File: src/rtl/mmio_pkg.sv
// Shared offsets and status-bit positions for the MMIO hub.
// Offsets are compared against addr_in[7:0] inside the MMIO window.
package mmio_pkg;
    localparam logic [7:0] MMIO_STATUS   = 8'h00;
    localparam logic [7:0] MMIO_RX_DATA  = 8'h04;
    localparam logic [7:0] MMIO_TX_DATA  = 8'h08;
    localparam logic [7:0] MMIO_CLR_DROP = 8'h0C;
    localparam logic [7:0] MMIO_CYCLE    = 8'h10;
    localparam logic [7:0] MMIO_INST     = 8'h14;
    localparam logic [7:0] MMIO_CNT_RST  = 8'h18;

    localparam int STAT_TX_NOT_FULL  = 0;
    localparam int STAT_RX_NOT_EMPTY = 1;
    localparam int STAT_TX_DROP      = 2;
endpackage

File: src/rtl/mmio_sync_fifo.sv
// Single-clock FIFO with first-word-fall-through output and guarded push/pop.
// A push into a full FIFO is accepted only when a pop happens in the same cycle.
module mmio_sync_fifo #(
    parameter int WIDTH = 8,
    parameter int DEPTH = 8
) (
    input  logic                     clk,
    input  logic                     rst_n,
    input  logic                     push,
    input  logic                     pop,
    input  logic [WIDTH-1:0]         din,
    output logic [WIDTH-1:0]         dout,
    output logic                     full,
    output logic                     empty,
    output logic [$clog2(DEPTH):0]   count
);
    localparam int AW = $clog2(DEPTH);
    localparam logic [AW-1:0] PTR_ONE  = 1;
    localparam logic [AW:0]   CNT_ONE  = 1;
    localparam logic [AW:0]   CNT_FULL = (AW+1)'(DEPTH);

    logic [WIDTH-1:0] r_mem [DEPTH];
    logic [AW-1:0]    r_wptr;
    logic [AW-1:0]    r_rptr;
    logic [AW:0]      r_count;
    logic             w_do_push;
    logic             w_do_pop;

    assign empty     = (r_count == '0);
    assign full      = (r_count == CNT_FULL);
    assign count     = r_count;
    assign dout      = r_mem[r_rptr];
    // Pop is qualified by pre-edge occupancy, so a freshly pushed entry cannot leave in the same cycle.
    assign w_do_pop  = pop && !empty;
    assign w_do_push = push && (!full || w_do_pop);

    always_ff @(posedge clk or negedge rst_n) begin
        if (!rst_n) begin
            r_wptr  <= '0;
            r_rptr  <= '0;
            r_count <= '0;
        end else begin
            if (w_do_push) r_wptr <= r_wptr + PTR_ONE;
            if (w_do_pop)  r_rptr <= r_rptr + PTR_ONE;
            case ({w_do_push, w_do_pop})
                2'b10:   r_count <= r_count + CNT_ONE;
                2'b01:   r_count <= r_count - CNT_ONE;
                default: r_count <= r_count;
            endcase
        end
    end

    always_ff @(posedge clk) begin
        if (w_do_push) r_mem[r_wptr] <= din;
    end
endmodule

File: src/rtl/mmio_hub.sv
// MMIO hub: UART RX/TX FIFOs, cycle/instruction counters and a sticky TX-drop flag
// behind a registered-read register window at addr_in[31]==1.
module mmio_hub
    import mmio_pkg::*;
#(
    parameter int AWIDTH    = 32,
    parameter int DWIDTH    = 32,
    parameter int TX_DEPTH  = 8,
    parameter int RX_DEPTH  = 8,
    parameter int CNT_WIDTH = 32
) (
    input  logic              clk,
    input  logic              rst_n,
    input  logic [AWIDTH-1:0] addr_in,
    input  logic [DWIDTH-1:0] data_in,
    input  logic              re_in,
    input  logic              we_in,
    input  logic              inst_commit_in,
    output logic [DWIDTH-1:0] data_reg_out,
    input  logic [7:0]        uart_rx_data_in,
    input  logic              uart_rx_valid_in,
    output logic              uart_rx_ready_out,
    output logic [7:0]        uart_tx_data_out,
    output logic              uart_tx_valid_out,
    input  logic              uart_tx_ready_in
);
    localparam logic [CNT_WIDTH-1:0] CNT_ONE = 1;

    logic                      w_mmio;
    logic [7:0]                w_off;
    logic                      w_rd_rx;
    logic                      w_wr_tx;
    logic                      w_clr_drop;
    logic                      w_cnt_clr;
    logic                      w_tx_full, w_tx_empty, w_tx_pop;
    logic                      w_rx_full, w_rx_empty, w_rx_push;
    logic [7:0]                w_rx_dout;
    logic [$clog2(TX_DEPTH):0] w_tx_count;
    logic [$clog2(RX_DEPTH):0] w_rx_count;
    logic [DWIDTH-1:0]         w_rd_data;
    logic                      w_unused_bits;
    logic                      r_tx_drop;
    logic [CNT_WIDTH-1:0]      r_cycle;
    logic [CNT_WIDTH-1:0]      r_inst;
    logic [DWIDTH-1:0]         r_data;

    assign w_mmio        = addr_in[AWIDTH-1];
    assign w_off         = addr_in[7:0];
    assign w_rd_rx       = re_in && w_mmio && (w_off == MMIO_RX_DATA);
    assign w_wr_tx       = we_in && w_mmio && (w_off == MMIO_TX_DATA);
    assign w_clr_drop    = we_in && w_mmio && (w_off == MMIO_CLR_DROP);
    assign w_cnt_clr     = we_in && w_mmio && (w_off == MMIO_CNT_RST);
    assign w_tx_pop      = !w_tx_empty && uart_tx_ready_in;
    assign w_rx_push     = uart_rx_valid_in && !w_rx_full;
    assign w_unused_bits = ^{addr_in[AWIDTH-2:8], data_in[DWIDTH-1:8], w_tx_count, w_rx_count};

    mmio_sync_fifo #(.WIDTH(8), .DEPTH(TX_DEPTH)) u_tx_fifo (
        .clk   (clk),
        .rst_n (rst_n),
        .push  (w_wr_tx),
        .pop   (w_tx_pop),
        .din   (data_in[7:0]),
        .dout  (uart_tx_data_out),
        .full  (w_tx_full),
        .empty (w_tx_empty),
        .count (w_tx_count)
    );

    mmio_sync_fifo #(.WIDTH(8), .DEPTH(RX_DEPTH)) u_rx_fifo (
        .clk   (clk),
        .rst_n (rst_n),
        .push  (w_rx_push),
        .pop   (w_rd_rx),
        .din   (uart_rx_data_in),
        .dout  (w_rx_dout),
        .full  (w_rx_full),
        .empty (w_rx_empty),
        .count (w_rx_count)
    );

    assign uart_tx_valid_out = !w_tx_empty;
    assign uart_rx_ready_out = !w_rx_full;
    assign data_reg_out      = r_data;

    always_comb begin
        w_rd_data = '0;
        if (w_mmio) begin
            case (w_off)
                MMIO_STATUS: begin
                    w_rd_data[STAT_TX_NOT_FULL]  = !w_tx_full;
                    w_rd_data[STAT_RX_NOT_EMPTY] = !w_rx_empty;
                    w_rd_data[STAT_TX_DROP]      = r_tx_drop;
                end
                MMIO_RX_DATA: w_rd_data = w_rx_empty ? '0 : DWIDTH'(w_rx_dout);
                MMIO_CYCLE:   w_rd_data = DWIDTH'(r_cycle);
                MMIO_INST:    w_rd_data = DWIDTH'(r_inst);
                default:      w_rd_data = '0;
            endcase
        end
    end

    always_ff @(posedge clk or negedge rst_n) begin
        if (!rst_n) begin
            r_data    <= '0;
            r_tx_drop <= 1'b0;
            r_cycle   <= '0;
            r_inst    <= '0;
        end else begin
            if (re_in) r_data <= w_rd_data;
            // A write while full is dropped unless the transmitter frees a slot this same edge.
            if (w_wr_tx && w_tx_full && !w_tx_pop) r_tx_drop <= 1'b1;
            else if (w_clr_drop)                   r_tx_drop <= 1'b0;
            if (w_cnt_clr) begin
                r_cycle <= '0;
                r_inst  <= '0;
            end else begin
                r_cycle <= r_cycle + CNT_ONE;
                if (inst_commit_in) r_inst <= r_inst + CNT_ONE;
            end
        end
    end
endmodule

File: config.mk
export PLATFORM = sky130hd
export DESIGN_NAME = mmio_hub
export DESIGN_NICKNAME = d
export VERILOG_FILES = /design/src/rtl/mmio_pkg.sv /design/src/rtl/mmio_sync_fifo.sv /design/src/rtl/mmio_hub.sv
export SDC_FILE = /design/constraint.sdc
export NUM_CORES = 1
export LEC_CHECK = 0
export BUFFER_PORTS_ARGS = -buffer_cell sky130_fd_sc_hd__buf_2
export CAP_MARGIN = 20
export CORE_UTILIZATION = 63
export DETAILED_ROUTE_END_ITERATION = 10
export PLACE_DENSITY_LB_ADDON = 0.25
export SLEW_MARGIN = 20
export SYNTH_ARGS = -nofsm -noshare
export SYNTH_HDL_FRONTEND = slang
export SYNTH_HIERARCHICAL = 1
export SYNTH_SLANG_ARGS = --single-unit
export TNS_END_PERCENT = 10
File: constraint.sdc
create_clock -name clk -period 7 [get_ports clk]
set_clock_uncertainty 0.2 [all_clocks]
set_input_delay 0.7 -clock clk [delete_from_list [all_inputs] [get_ports clk]]
set_output_delay 0.7 -clock clk [all_outputs]
set_load 0.02 [all_outputs]
After elaboration in Yosys (flattened, before gate mapping)
Memory sizes are Yosys's and may differ from the RTL's.
Index checks and enable logic that the tools add are counted.

word-level totals
  register bits = 117
  memory bits (writable) = 128
  output and inout bits = 42
  logic and storage cells = 77
  memories kept = 2

cells by class
  $add $sub $neg = 10
  equality and inequality tests = 12
  multiplexer cells = 15
  reduce and logical (&&, ||, !) cells = 28

memories
  memory           words  bits a word  read ports  clocked after memory_dff  write ports  RTL line              source
  u_rx_fifo.r_mem  8      8            1           0                         1            mmio_sync_fifo.sv:22  logic [WIDTH-1:0] r_mem [DEPTH];
  u_tx_fifo.r_mem  8      8            1           0                         1            mmio_sync_fifo.sv:22

operators by type and width
  cell                   number
  $mux 32                4
  $pmux 29 s3            1
  $add 32x1->32 const B  2
  $eq 8x5->1 const B     3
  $eq 8x4->1 const B     2
  $pmux 4 s2             2
  $logic_and 1x1->1      14
  $add 3x1->3 const B    4
  $pmux 3 s4             1
  $add 4x1->4 const B    2
  $eq 4x4->1 const B     2
  $eq 8x3->1 const B     1
  $logic_not 4->1        2
  $logic_not 8->1        1
  $mux 8                 1
  $reduce_bool 2->1      4
  $sub 4x1->4 const B    2
  $mux 1                 6
  $logic_not 1->1        5
  $eq 2x1->1 const B     2
  $eq 2x2->1 const B     2
  $logic_or 1x1->1       2

Logic depth before layout (Yosys ltp)
Gate-level depths: netlist of the first run.

  depth in word-level cells = 8
  mapped depth = 12

Cells and area by module
The synthesis of the first run kept the hierarchy.

by module, submodules not included
  module          times used  cells an instance  area each (um^2)
  mmio_sync_fifo  2           159                3123.0
  mmio_hub        1           529                5067.4

Least setup slack after synthesis of the first run
Ideal clock, no wire load.

  path type = input-to-reg
  start = in addr_in[1]
  end = reg u_rx_fifo.r_count[3] (netlist: u_rx_fifo/count[3])
  setup time = 0.069 ns
  data arrival time = 3.327 ns
  path slack = 3.404 ns
  stages on the path = 11
  path buffers = 0
  path through = nor4b_1 and4b_1 and3_1 o21ai_2 or2_2 inv_1 ha_1 or2_2 nand3_1 mux2_2 nand3b_1

on the way
  cells in the longest elaborated chain, start to end = 7

RTL lines
  item                                             RTL line              source
  start, declared                                  mmio_hub.sv:14        input logic [AWIDTH-1:0] addr_in,
  $eq 8x3->1 *                                     mmio_hub.sv:49        assign w_rd_rx = re_in && w_mmio && (w_off == MMIO_RX_DATA);
  $logic_and 1x1->1 *                              mmio_hub.sv:49
  via w_rd_rx                                      mmio_hub.sv:31        logic w_rd_rx;
  $logic_and 1x1->1 *                              mmio_sync_fifo.sv:34  assign w_do_pop = pop && !empty;
  $logic_or 1x1->1                                 mmio_sync_fifo.sv:35  assign w_do_push = push && (!full || w_do_pop);
  $logic_and 1x1->1                                mmio_sync_fifo.sv:35
  $eq 2x1->1 or $eq 2x2->1 (tied branches)         mmio_sync_fifo.sv:45  case ({w_do_push, w_do_pop})
  $pmux 4 s2 or $reduce_bool 2->1 (tied branches)  --
  end signal, assigned                             mmio_sync_fifo.sv:46  2'b10: r_count <= r_count + CNT_ONE;
  end signal, assigned                             mmio_sync_fifo.sv:47  2'b01: r_count <= r_count - CNT_ONE;
  end signal, assigned                             mmio_sync_fifo.sv:48  default: r_count <= r_count;
  end, declared                                    mmio_sync_fifo.sv:25  logic [AW:0] r_count;

Mark *: on every way through the listed nets, which the timed path passes. The rest lies on a longest branch.
A chain may end at the register's enable or synchronous reset.

Final worst setup path of the first run
Same ends and word-level chain as after synthesis.

==> results of run 1 <==
[layout by cell type (no fill, tap or decap), types with 5 or more instances in the layout]
master and n:
edfxtp_1 128, dfrtp_1 117, buf_2 72, inv_1 51, nor2_1 45, nand2_1 42
mux2i_1 41, a21oi_1 35, o22ai_1 31, nand3_1 25, clkbuf_16 25, xor2_1 22
mux2_2 21, or4_1 19, o31ai_1 18, or3_1 18, mux4_1 18, nand2b_1 17
nand4_1 16, o21ai_0 14, xnor2_1 14, mux4_2 14, and4_1 11, nor4_1 11
ha_1 10, and3_1 8, a22o_1 8, clkbuf_1 7, or2_2 6, nor2b_1 5
and2_1 5, a22oi_1 5, buf_4 5
[critical path: cells and delay by family]
kind	cells	cell delay, ns
buf+inv	2	0.19
simple gates	7	2.43
mux	1	0.33
compound gates	1	0.15
fa+ha+maj	1	0.24
[power by group through the flow]
stage | Combinational (mW) | Clock (mW) | Sequential (mW)
global route | 0.783 | 1.32 | 1.89
detailed placement | 0.710 | 0 | 1.89
global placement | 0.666 | 0 | 1.87
finish | 0.711 | 1.25 | 1.87
CTS | 0.716 | 1.27 | 1.86
floorplan | 0.633 | 0 | 1.78
[routing by layer]
layer	wire length [um]	part of all wire (%)	vias up
met1	9850	43	3604
met2	11500	50	249
met5	13	0.056	-
met4	388	1.7	2
met3	1390	6.0	40
li1	-	-	3322
[through the flow]
stage	power, mW	setup WS, ns	hold WS, ns
after floorplan	2.42	3.40	0.204
after global placement	2.54	2.83	0.293
after detailed placement	2.60	2.53	0.302
after CTS	3.85	3.03	0.227
after global routing	3.99	2.95	0.235
final	3.83	3.20	0.237
[cell type report]
class,instances,area (um^2),share of cell area [%]
multi-input cells,508,4110,32.8
clock inverters,13,100,0.798
inverters,51,191,1.53
clock buffers,33,666,5.31
flip-flops and latches,245,6770,54.0
repair buffers,79,419,3.34
well taps,225,282,2.24
[registers in the layout, summed over array words and instances (netlist names)]
signal            cells
r_tx_drop             1
u_tx_fifo/r_rptr      3
r_cycle              32
u_tx_fifo/r_wptr      3
u_rx_fifo/r_mem      64
u_tx_fifo/r_mem      64
u_rx_fifo/count       4
u_rx_fifo/r_wptr      3
u_tx_fifo/count       4
data_reg_out         32
r_inst               32
u_rx_fifo/r_rptr      3
[how the worst min path moves through the flow]
stage / startpoint / to / slack [ns] / depth (start not counted)
finish: data_in[1] / u_tx_fifo/r_mem[4][1]$_DFFE_PP_ / 0.24 / 1
global route: data_in[1] / u_tx_fifo/r_mem[4][1]$_DFFE_PP_ / 0.23 / 1
CTS: data_in[1] / u_tx_fifo/r_mem[4][1]$_DFFE_PP_ / 0.23 / 1
detailed placement: r_cycle[0]$_DFF_PN0_ / r_cycle[0]$_DFF_PN0_ / 0.30 / 1
global placement: r_cycle[0]$_DFF_PN0_ / r_cycle[0]$_DFF_PN0_ / 0.29 / 1
floorplan: rst_n / data_reg_out[0]$_DFFE_PN0P_ / 0.20 / 0
[repair_timing]
item                       in CTS  in global routing
hold endpoints to repair       37                  0
gates resized for setup         0                  0
hold buffers                    1                  0
setup endpoints to repair       0                  0
[cell families (layout without fill, tap and decap cells)]
logic type      after synthesis  in the layout
compound gates              122            122
xor+xnor                     36             36
flops                       245            245
simple gates                240            240
mux                          98             98
buf+inv                      94            176
fa+ha+maj                    12             12
==> flow_summary.yaml, run 1 <==
status:
  status: "finished, final reports clean"
global_routing:
  met3_usage_pct: 4.10
  antenna_found_initial: 1
  grt_pass1_wl_mm: 37.0
  grt_max_degree: 81
  grtUsageMet2_pct: 42.8
  grtUsageMet1_pct: 35.9
  grt.busiest_layer: "met2"
  grt_util_all_layers_pct: 25.9
  grt_pass1_vias: 7094
  overflow: 0
setup_path:
  rr_worst_depth: 11
  critPathRequiredTime_ns: 7.26
  setup.worst_path.start_class: "input pin"
  reg2reg_slack_ns: 3.66
  crit_top_cell: "or2_2"
  cp_cell_sequence: "buf_2 > nor4b_1 > and4b_1 > and3_1 > o21ai_2 > or2_2 > inv_1 > ha_1 > or2_2 > nand3_1 > mux2_2 > nand3b_1"
  r2r-end: "u_tx_fifo/count[3]$_DFFE_PN0P_"
  startpoint: "addr_in[1]"
  cp-endpoint: "u_rx_fifo/count[3]$_DFFE_PN0P_"
  end_kind: "flop"
  cp_max_fo: 7
  slowest_stage: "nor4b_1"
  cp_slowest_stage_delay_ns: 0.90
  arrival_ns: 4.06
  worstSetupPathType: "in2reg"
  regToRegStartpoint: "u_tx_fifo/count[0]$_DFFE_PN0P_"
synth:
  synth.top_cells.by_area: "edfxtp_1, dfrtp_1, mux4_1"
  syn_area_um2: 11300
  synth_simple_gate_area_share_pct: 11.7
  synth_compound_area_share_pct: 7.12
  synth_commonest_cells: "edfxtp_1, dfrtp_1, inv_1"
  synth_top_area_cell: "edfxtp_1"
  netlist_instances: 847
  synth_nets: 938
  synth_edf_count: 128
  synthMuxAreaShare_pct: 13.2
  synthXorXnorAreaFrac_pct: 2.79
  yosysTopAreaCellShare_pct: 34.0
  synthFlopType: "edfxtp_1"
  synthAdderAreaFrac_pct: 1.46
  ys_warn_count: 6
  synth_top_family_by_area: "multiplexers"
  ys_async_sr_fraction_pct: 47.8
  synth_seq_cells: 245
  yosys.cell_count.top_type: "edfxtp_1"
  ys_types: 49
  synth_seq_area_share_pct: 59.9
  postSynthAreaPerCell_um2: 13.4
clock_tree:
  clockBufferDepth: 3
  htreeDepth: 1
  cts_tree: "done"
  cts.sinks: 245
  cts_buffers: 25
  clk_latency_ns: 0.52
  clk_pin_slew_worst_paths_ns: 0.06
  root_buffer: "clkbuf_16"
  post-cts-setup-buffers: 0
timing:
  period_needed_ns: 3.80
  tightest_slew_ns: 1.06
  finalCritPeriodShare_pct: 54.3
  rsz0062_at_grt: "false"
  tns_ns: 0
  max_freq_mhz: 263
  final_hold_viol_count: 0
  maxSlewViolCount: 0
  setup_viol: 0
  max_slew_margin_pct: 28.4
layout:
  final_area_um2: 12500
  antennaDiodeCount: 0
  final_cells: 1154
  final_util_pct: 72.0
  n_fill_cell: 1152
  layout.nets: 1001
  syn_to_final_growth_pct: 10.8
  drive_above_1_share_pct: 18.3
route:
  drtPass1Iterations: 5
  vias_per_cell: 6.25
  avgRoutedWirePerCell_um: 20.1
  num_vias: 7217
  drtIter0Drc: 443
  wl_mm: 23.1
  drt.antenna.violating_nets: 0
  drc_errors: 0
power:
  power_switching_mw: 1.09
  p_comb_share_pct: 18.6
  p_leak_nw: 4.89
  vdd_drop_max_v: 0.000221
  p_sw_share_pct: 28.4
  clkPwrFrac_pct: 32.6
  power_density_nw_per_um2: 305
  p_int_mw: 2.74
  seq_power_share_pct: 48.8
die:
  dieArea_um2: 18500
  fp-row-count: 48
  core-area_um2: 17400
  die_h_um: 136
  ioPinCount: 121
  start_util_pct: 65.0
  die_x_um: 136
placement:
  dp_cells: 1107
  gp_congestion: 0.804
  dpl-instance-area_um2: 11800
  portBuffers: 73
  hpwl_mm: 15.3
hold_path:
  hp-class: "in2reg"
job:
  max_cap_violations: 0
Power figures use the tool's default switching activity.
==> run 2: changes to the inputs <==
- CORE_UTILIZATION: 63 -> 53
- clock period: 7 -> 3.2 ns (I/O delays scaled with it)
==> run 2 against run 1 <==
  * Die area increased by 19%
  * Sequential cell count unchanged
  * Critical endpoint is now u_tx_fifo/count[3]$_DFFE_PN0P_
  * Via count increased by 0.91%
  * Combinational power increased by 140%
  * Global-route usage decreased by 4.1 points
  * Clock power increased to 2.6 times the previous value
  * Sequential power increased by 110%
==> flow_summary.yaml, run 2 (synthesis gave the netlist of run 1 again) <==
route:
  num_vias: 7283
  avgRoutedWirePerCell_um: 18.3
  drt.antenna.violating_nets: 0
  drc_errors: 0
  drtIter0Drc: 554
  wl_mm: 23.1
  drtPass1Iterations: 5
  vias_per_cell: 5.77
setup_path:
  cp_slowest_stage_delay_ns: 0.40
  worstSetupPathType: "reg2reg"
  slowest_stage: "or3_1"
  cp_cell_sequence: "or3_1 > nor2_1 > nor2b_2 > o21ai_2 > or2_2 > inv_1 > ha_1 > or2_2 > nand3_1 > mux2_2 > nand3b_1"
  critPathBufInv: 1
  setup.worst_path.start_class: "flop"
  arrival_ns: 3.12
  cp_max_fo: 8
  critPathRequiredTime_ns: 3.45
  crit_family: "simple AND/OR/NAND/NOR gates"
  end_kind: "flop"
  crit_top_cell: "or2_2"
layout:
  syn_to_final_growth_pct: 17.5
  final_cells: 1262
  drive_above_1_share_pct: 22.0
  n_fill_cell: 1601
  final_area_um2: 13300
  final_cell_mix: "edfxtp_1, dfrtp_1, buf_2, inv_1, nor2_1"
  top_regs: "u_rx_fifo/r_mem: 64 flops, u_tx_fifo/r_mem: 64 flops"
  antennaDiodeCount: 0
  layout.nets: 1058
  final_common_cell: "edfxtp_1"
timing:
  rsz0062_at_grt: "false"
  tns_ns: 0
  final_hold_viol_count: 0
  max_freq_mhz: 348
  setup_viol: 0
  finalCritPeriodShare_pct: 89.9
  maxSlewViolCount: 0
  tightest_slew_ns: 0.777
  max_slew_margin_pct: 47.7
  period_needed_ns: 2.88
  fin_ws_ns: 0.325
die:
  start_util_pct: 54.0
  dieArea_um2: 21900
  ioPinCount: 121
  die_h_um: 148
  core-area_um2: 21000
  fp-row-count: 53
  die_x_um: 148
power:
  p_comb_share_pct: 18.9
  finalPower_mw: 8.97
  power_density_nw_per_um2: 675
  p_sw_share_pct: 26.7
  power_switching_mw: 2.40
  clkPwrFrac_pct: 36.5
  seq_power_share_pct: 44.6
  vdd_drop_max_v: 0.000549
  p_leak_nw: 5.27
  p_int_mw: 6.57
clock_tree:
  clk_latency_ns: 0.52
  htreeDepth: 1
  cts.sinks: 245
  post-cts-setup-buffers: 0
  root_buffer: "clkbuf_16"
  clockBufferDepth: 3
  clk_pin_slew_worst_paths_ns: 0.06
  cts_tree: "done"
  cts_buffers: 26
status:
  status: "finished, final reports clean"
placement:
  hpwl_mm: 15.2
  portBuffers: 73
  gp_congestion: 0.797
  dpl-instance-area_um2: 12100
  detailedPlace.worstSlack_ns: 0.0691
  dp_cells: 1194
global_routing:
  grt_util_all_layers_pct: 21.8
  grt_max_degree: 50
  overflow: 0
  grt_pass1_wl_mm: 37.3
  grt_pass1_vias: 7046
  antenna_found_initial: 0
hold_path:
  hp-class: "in2reg"
job:
  max_cap_violations: 0
run 2: path summary, 6_finish.rpt:
check | startpoint | slack, ns | to | cells after the start
worst max register to register | u_tx_fifo/count[1]$_DFFE_PN0P_ | 0.32 | u_tx_fifo/count[3]$_DFFE_PN0P_ | 11
worst min-delay path | addr_in[5] | 0.15 | data_reg_out[2]$_DFFE_PN0P_ | 5
worst max-delay path | u_tx_fifo/count[1]$_DFFE_PN0P_ | 0.32 | u_tx_fifo/count[3]$_DFFE_PN0P_ | 11
max in group asynchronous | rst_n | 1.82 | data_reg_out[9]$_DFFE_PN0P_ | 3
min in group asynchronous | rst_n | 0.18 | r_inst[20]$_DFFE_PN0P_ | 2
worst min register to register | data_reg_out[14]$_DFFE_PN0P_ | 0.32 | data_reg_out[14]$_DFFE_PN0P_ | 2
run 2: power by group through the flow:
stage / combinational [mW] / sequential (mW) / clock, mW
6_report: 1.69 / 4.00 / 3.28
5_1_grt: 1.88 / 4.05 / 3.46
4_1_cts: 1.71 / 3.99 / 3.35
3_5_place_dp: 1.69 / 4.06 / 0
3_3_place_gp: 1.64 / 4.05 / 0
2_1_floorplan: 1.38 / 3.90 / 0
run 2: through the flow:
stage          hold WS, ns  utilization (%)
2_1_floorplan       -0.176                -
3_3_place_gp         0.195             57.9
3_5_place_dp         0.204             57.9
4_1_cts              0.119             63.4
5_1_grt              0.146             63.4
6_report             0.147             63.4
run 2: area by class of cell:
| type | instances | area, um^2 | area share, % |
|---|---|---|---|
| flip-flops and latches | 245 | 6770 | 51.0 |
| multi-input cells | 508 | 4110 | 30.9 |
| repair buffers | 135 | 908 | 6.84 |
| clock buffers | 38 | 798 | 6.01 |
| well taps | 275 | 344 | 2.59 |
| inverters | 51 | 191 | 1.44 |
| clock inverters | 10 | 164 | 1.23 |
run 2: metal layers:
metal  part of all wire, %  up-vias  GRT usage (%)
met5                     0        -              0
met1                    46     3657           31.4
met3                   3.9       33           2.85
met4                   1.7        0           5.72
met2                    48      142           35.1
li1                      -     3451              -
run 2: timing repair:
action / 4_1_cts / 5_1_grt
gates resized for setup: 0 / 1
endpoints found under the hold margin: 180 / 0
hold buffers: 20 / 0
setup endpoints to repair: 0 / 1
run 2: worst min-delay path, stage by stage:
cell	delay, ns
buf_2	0.08
nor4b_2	0.04
buf_4	0.15
nand4b_1	0.14
o22ai_1	0.09
==> run 3: changes to the inputs <==
==> constraint.sdc (replaced) <==
create_clock -name clk -period 3.2 [get_ports clk]
set_clock_uncertainty 0.2 [all_clocks]
set_input_delay 0.48 -clock clk [delete_from_list [all_inputs] [get_ports clk]]
set_output_delay 0.48 -clock clk [all_outputs]
set_load 0.02 [all_outputs]
==> run 3 against run 2 <==
  * Clock power is 17% lower
  * Sequential cell count stayed put
  * First-iteration DRC count fell by 19%
  * Fmax shrank 1.6%
  * Core utilization is 1.7 points lower
  * Register-to-register slack worse by 0.05 ns
  * Non-clock buffer count down 10
  * Final area decreased by 2.6%
  * Die area unchanged
  * Routed wire length shrank 2.1%
  * Highest routed layer unchanged
==> flow_summary.yaml, run 3 (synthesis gave the netlist of run 1 again) <==
die:
  core-area_um2: 21000
  start_util_pct: 54.0
  ioPinCount: 121
  fp-row-count: 53
  dieArea_um2: 21900
  die_h_um: 148
  die_x_um: 148
power:
  p_int_mw: 6.09
  p_leak_nw: 5.12
  finalPower_mw: 8.43
  p_sw_share_pct: 27.7
  power_density_nw_per_um2: 651
  clkPwrFrac_pct: 32.4
  seq_power_share_pct: 47.5
  p_comb_share_pct: 20.1
  vdd_drop_max_v: 0.000383
  power_switching_mw: 2.33
placement:
  gp_congestion: 0.789
  dp_cells: 1203
  portBuffers: 73
  hpwl_mm: 15.3
  detailedPlace.worstSlack_ns: -0.0534
layout:
  final_common_cell: "edfxtp_1"
  drive_above_1_share_pct: 22.4
  final_cell_mix: "edfxtp_1, dfrtp_1, buf_2, buf_4, inv_1"
  final_cells: 1247
  top_regs: "u_rx_fifo/r_mem: 64 flops, u_tx_fifo/r_mem: 64 flops"
  layout.nets: 1047
  syn_to_final_growth_pct: 14.4
  antennaDiodeCount: 0
global_routing:
  grt_util_all_layers_pct: 21.1
  grt.busiest_layer: "met2"
  overflow: 0
  grt_pass1_wl_mm: 36.2
  antenna_found_initial: 0
  grt_max_degree: 48
  grt_pass1_vias: 6942
  grtUsageMet1_pct: 30.5
  grtUsageMet2_pct: 34.1
  met3_usage_pct: 2.98
setup_path:
  setup.worst_path.start_class: "flop"
  critPathRequiredTime_ns: 3.44
  worstSetupPathType: "reg2reg"
  arrival_ns: 3.16
  cp_max_fo: 7
  rr_worst_depth: 10
  end_kind: "flop"
timing:
  fin_ws_ns: 0.279
  period_needed_ns: 2.92
  setup_viol: 0
  tightest_slew_ns: 0.743
  maxSlewViolCount: 0
  finalCritPeriodShare_pct: 91.3
  max_slew_margin_pct: 50.5
  max_freq_mhz: 342
  tns_ns: 0
  rsz0062_at_grt: "false"
  final_hold_viol_count: 0
clock_tree:
  clk_pin_slew_worst_paths_ns: 0.06
  clockBufferDepth: 3
  cts.sinks: 245
  htreeDepth: 1
  cts_buffers: 25
  clk_latency_ns: 0.52
  root_buffer: "clkbuf_16"
  post-cts-setup-buffers: 0
  cts_tree: "done"
route:
  drc_errors: 0
  num_vias: 7143
  vias_per_cell: 5.73
  drt.antenna.violating_nets: 0
  wl_mm: 22.6
  drtIter0Drc: 450
  drtPass1Iterations: 4
  avgRoutedWirePerCell_um: 18.1
status:
  status: "finished, final reports clean"
job:
  max_cap_violations: 0
hold_path:
  hp-class: "in2reg"
  whs_path_depth: 1
[run 3: what timing repair did]
item	4_1_cts	5_1_grt
resized for setup	0	1
hold buffers	1	0
endpoints found under the hold margin	43	0
setup endpoints to repair	0	1
[run 3: cell type report]
cell class | instances | area [um^2]
fillers | 1713 | 8010
flip-flops and latches | 245 | 6770
multi-input cells | 508 | 4110
repair buffers | 125 | 761
clock buffers | 26 | 629
well taps | 275 | 344
inverters | 51 | 191
clock inverters | 17 | 133
[run 3: per-stage QoR]
stage | utilization [%] | area (um^2) | hold slack, ns
floorplan | - | 11300 | -0.0156
detailed placement | 58.1 | 12200 | 0.309
global route | 61.8 | 12900 | 0.0285
finish | 61.8 | 12900 | 0.0318
global placement | 58.1 | 12200 | 0.299
CTS | 61.7 | 12900 | 0.0166
[run 3: worst max-delay path, cell delays in order, from the launching register on]
cell	delay, ns
dfrtp_1	0.40
or3_1	0.40
nor2_1	0.19
nor2b_1	0.20
or2_2	0.35
inv_1	0.08
ha_1	0.23
or2_2	0.29
nand3_1	0.11
mux2_2	0.34
nand3b_1	0.07
[run 3: path summary, 6_finish.rpt]
path	endpoint	slack (ns)	from
worst max-delay path	u_rx_fifo/count[3]$_DFFE_PN0P_	0.28	u_rx_fifo/count[1]$_DFFE_PN0P_
worst min-delay path	u_rx_fifo/r_mem[2][0]$_DFFE_PP_	0.03	uart_rx_data_in[0]
worst max register to register	u_rx_fifo/count[3]$_DFFE_PN0P_	0.28	u_rx_fifo/count[1]$_DFFE_PN0P_
worst min register to register	r_cycle[0]$_DFF_PN0_	0.32	r_cycle[0]$_DFF_PN0_
max in group asynchronous	data_reg_out[8]$_DFFE_PN0P_	1.68	rst_n
min in group asynchronous	r_cycle[15]$_DFF_PN0_	0.34	rst_n
[run 3: per-layer routing]
layer,wire [um],share of wire (%),vias up
met4,446,2.0,0
met2,10800,48,128
li1,-,-,3417
met3,873,3.9,34
met5,0,0,-
met1,10500,46,3564
[run 3: power groups by stage]
| stage | Sequential [mW] | Combinational, mW | Clock [mW] |
|---|---|---|---|
| after floorplan | 3.90 | 1.38 | 0 |
| after global placement | 4.05 | 1.66 | 0 |
| after detailed placement | 4.06 | 1.71 | 0 |
| after CTS | 4.00 | 1.72 | 2.79 |
| after global routing | 4.06 | 1.88 | 2.89 |
| final | 4.00 | 1.69 | 2.73 |
